## config.mk

```make
export PLATFORM = sky130hd
export DESIGN_NAME = inst_fetch32
export DESIGN_NICKNAME = d
export VERILOG_FILES = /design/src/rtl/inst_fetch32.sv
export SDC_FILE = /design/constraint.sdc
export NUM_CORES = 1
export LEC_CHECK = 0
export CORE_MARGIN = 5
export CORE_UTILIZATION = 51
export CTS_BUF_LIST = sky130_fd_sc_hd__clkbuf_4
export DETAILED_ROUTE_END_ITERATION = 16
export PLACE_DENSITY = 0.88
export SLEW_MARGIN = 10
export SYNTH_ARGS = -nofsm -noshare
export SYNTH_HDL_FRONTEND = slang
export SYNTH_SLANG_ARGS = --single-unit
```

## constraint.sdc

```tcl
create_clock -name clk -period 4.8 [get_ports clk]
set_clock_uncertainty 0.15 [all_clocks]
set_input_delay 1.2 -clock clk [delete_from_list [all_inputs] [get_ports clk]]
set_output_delay 1.2 -clock clk [all_outputs]
set_load 0.05 [all_outputs]
```

## src/rtl/inst_fetch32.sv

```systemverilog
// Fetch stage: owns the PC, drives the ROM word address, registers {pc, inst} for decode.
// Optional FETCH_PERF_EN adds perf_fetch/perf_stall counters.
module inst_fetch32 #(
    parameter logic [31:0] RESET_PC     = 32'h0000_0000,
    parameter int          ADDR_W       = 10,
    parameter bit          HALT_ON_ZERO = 1'b1
) (
    input  logic        clk,
    input  logic        rst_n,
    input  logic        redirect_valid,
    input  logic [31:0] redirect_pc,
    output logic [31:0] imem_addr,
    input  logic [31:0] imem_inst,
    output logic        if_valid,
    input  logic        if_ready,
    output logic [31:0] if_pc,
    output logic [31:0] if_inst,
    output logic        halted
`ifdef FETCH_PERF_EN
    ,
    output logic [31:0] perf_fetch,
    output logic [31:0] perf_stall
`endif
);

    typedef enum logic [1:0] {
        BOOT,
        RUN,
        HALT
    } state_t;

    state_t      state;
    logic [31:0] pc;
    logic        load;
    logic        zero_halt;
    logic [31:0] redirect_aligned;

    assign load             = !if_valid || if_ready;
    assign zero_halt        = HALT_ON_ZERO && (imem_inst == 32'h0);
    assign redirect_aligned = {redirect_pc[31:2], 2'b00};
    // The ROM indexes words; upper PC bits beyond the ROM size are ignored.
    assign imem_addr        = {{(32-ADDR_W){1'b0}}, pc[ADDR_W+1:2]};

    always_ff @(posedge clk or negedge rst_n) begin
        if (!rst_n) begin
            state    <= BOOT;
            pc       <= RESET_PC;
            if_valid <= 1'b0;
            if_pc    <= 32'h0;
            if_inst  <= 32'h0;
            halted   <= 1'b0;
        end else begin
            unique case (state)
                BOOT: begin
                    state <= RUN;
                end
                RUN: begin
                    if (redirect_valid) begin
                        pc       <= redirect_aligned;
                        if_valid <= 1'b0;
                    end else if (load && zero_halt) begin
                        if_valid <= 1'b0;
                        state    <= HALT;
                        halted   <= 1'b1;
                    end else if (load) begin
                        if_pc    <= pc;
                        if_inst  <= imem_inst;
                        if_valid <= 1'b1;
                        pc       <= pc + 32'd4;
                    end
                end
                HALT: begin
                    if (redirect_valid) begin
                        pc       <= redirect_aligned;
                        if_valid <= 1'b0;
                        state    <= RUN;
                        halted   <= 1'b0;
                    end else if (if_ready) begin
                        if_valid <= 1'b0;
                    end
                end
                default: begin
                    state <= BOOT;
                end
            endcase
        end
    end

`ifdef FETCH_PERF_EN
    always_ff @(posedge clk or negedge rst_n) begin
        if (!rst_n) begin
            perf_fetch <= 32'h0;
            perf_stall <= 32'h0;
        end else if (state == RUN) begin
            if (!redirect_valid && load && !zero_halt) begin
                perf_fetch <= perf_fetch + 32'd1;
            end
            if (if_valid && !if_ready) begin
                perf_stall <= perf_stall + 32'd1;
            end
        end
    end
`endif

endmodule
```

==> metrics.txt <==
outcome=completed; Main synth FF type=dfrtp_1; Post-Synth Adder-Cell Area=0.0100; Synth Cell Area=5000 um^2; Worst VDD drop=217 uV; clk sinks=96; WP data required=5000 ps; First-pass DRT Iterations=5; Crit Path Max Fanout=33; CTS H-Tree Depth=3; Clock Root Buffer=clkbuf_4; Top-Level Pins=166; R2R depth=5; Buffers on Ports=139; first-pass GRT wire length=19,100 um; max_slew headroom=0.431; CTS clk-pin slew, worst paths=130 ps; mux cell area share after synthesis=0.183; most frequent cells in the layout=clkdlybuf4s50_1, dfrtp_1, mux2_4, a21oi_1, nand2_1; Overall Power=0.00252 W; # setup viols final=0; mean post-synth cell area=11.5 um^2; Overall Global Routing Usage=0.208; multi-input combinational cell area=2220 um^2; post-synthesis compound-gate area fraction=0.136; CTS Buf Count=9; XOR/XNOR Fraction of Synth Area=0; critical path class=in -> reg; FF/Latch Area=2400 um^2; EDFF count, synth=0; die area=11,900 um^2; Post-Synthesis Cells=436; Post-Route WL=12,300 um; Vias/cell=5.51; Final Worst Setup Slack=1150 ps; Final Hold Fails=0; ordered cell list for the critical path=clkdlybuf4s50_1 > nor4_1 > and3_1 > and4b_4 > or4b_4 > buf_12 > mux2_4; area grow syn2layout=27.5%; crit-path leading delay family=simple AND/OR/NAND/NOR gates; Worst Path Arrival=3850 ps; CTS-repair resized insts=0; Iter 0 DRT Violations=185; count of different cell masters after synthesis=44; Final min period=3650 ps; CTS tree=done; Starting Density=0.516; TNS Setup=0 ps; final slew viol count=0; DRC=0; Critical R2R Launch=if_valid; CP bufs+invs=2; main combinational cell family by area after synthesis=multiplexers; Post-DRT Antenna Nets=0; Crit. End Element=flip-flop; ys async rst share=1.00; final hold slack=361 ps; Post-Layout Inst Area=6370 um^2; Hold-fix buffers, CTS=0; Vias=3,814; unrepaired setup endpoints after global routing=no; share of layout cells above drive strength 1=0.159; worst slew pin tran=847 ps; FILL cells=688; Synth area leader=dfrtp_1; post-CTS setup buffer count=0; Tcrit/Tclk final=0.761; Cell Pwr Density=396 nW/um^2; DIE WIDTH=109 um; Max Cap Viol=0; ranking of synthesized cells by area=dfrtp_1, mux2_4, a21oi_1, buf_4, o21ai_0; diode count=0; yosys warns=0; Yosys reg bits=96; Max clock buf depth=2; largest net degree at the start of global routing=55; Placement Cell Area=6240 um^2; Peak Freq=274 MHz; post-synthesis sequential area ratio=0.481; Worst Setup SP=imem_inst[27]; CP max stage delay=540 ps; hold_sp=if_pc[20]; most common cell after layout, fill and taps aside=clkdlybuf4s50_1; crit path capture=if_pc[21]; worst skew pair latency=450 ps; reg-to-reg critical path endpoint=if_pc[21]; vias in the first global route=3,743; initial antenna violation count=0; reg-to-reg setup timing slack=2210 ps; Die Y=109 um; Row Count=36; Crit path depth=7; RD Place Congestion=0.847; simple-gate share of the synthesized area=0.0959; slowest library cell on the worst path=or4b_4; Core ar.=9680 um^2; grt total ovfl=0; Critical Path Start Type=primary input; worst slack at placement=704 ps; post-synth top area share=0.481; dpl hpwl=8860 um; HP Class=reg -> reg; Pleak=2.78 nW; layout net count=626; WL/cell=17.7 um
## worst min path at each step
stage | to | slack (ps) | cells after the start
4_1_cts | if_pc[20] | 360 | 2
6_report | if_pc[20] | 360 | 2
2_1_floorplan | pc[20] | 340 | 2
5_1_grt | if_pc[20] | 380 | 2
3_5_place_dp | if_pc[20] | 330 | 2
3_3_place_gp | if_pc[20] | 330 | 2
## metrics by stage
stage | util | instances
global placement | 0.645 | 676
finish | 0.658 | 692
detailed placement | 0.645 | 676
global route | 0.658 | 692
CTS | 0.658 | 692
floorplan | - | 459
## worst min-delay path, cell delays in order, from the launching register on
cell and delay [ps]:
dfrtp_1 380, nand2_1 50, o21ai_0 60
## cells by family after synthesis
logic type	Yosys count
muxes	62
other	1
buffers and inverters	64
AOI/OAI and AO/OA	115
DFF	96
and+or+nand+nor	94
adders and majority gates	4
## metal layers
metal | global-route usage | wire length, um
met1 | 0.260 | 4940
met4 | 0.106 | 400
met5 | 0 | 0
met2 | 0.346 | 6230
met3 | 0.0355 | 705
## power by group
part / internal (W) / switching [W]
Sequential: 0.000939 / 0.000108
Clock: 0.000166 / 0.000263
Combinational: 0.000410 / 0.000638
## state kept, by name, indices dropped and copies added (netlist names)
name      flops
if_valid      1
state         2
if_pc        30
halted        1
if_inst      32
pc           30
## cell usage after synthesis (all sizes together) (3+ instances only)
cell type   n
dfrtp      96
mux2       61
a21oi      51
buf        43
nand2      33
o21ai      26
clkbuf     17
nor2       14
o22ai      11
nor4        9
and3        8
nand3       8
nand4       5
o2bb2ai     5
ha          4
inv         4
or2         4
a21o        3
a22oi       3
o31ai       3
## area by class of cell
cell class,count,share of cell area
Tap cell,133,0.0261
Clock inverter,5,0.00746
Sequential cell,96,0.377
Timing Repair Buffer,144,0.226
Inverter,4,0.00236
Clock buffer,11,0.0130
Multi-Input combinational cell,299,0.348
Note: power is estimated with default switching activity, not from simulation.
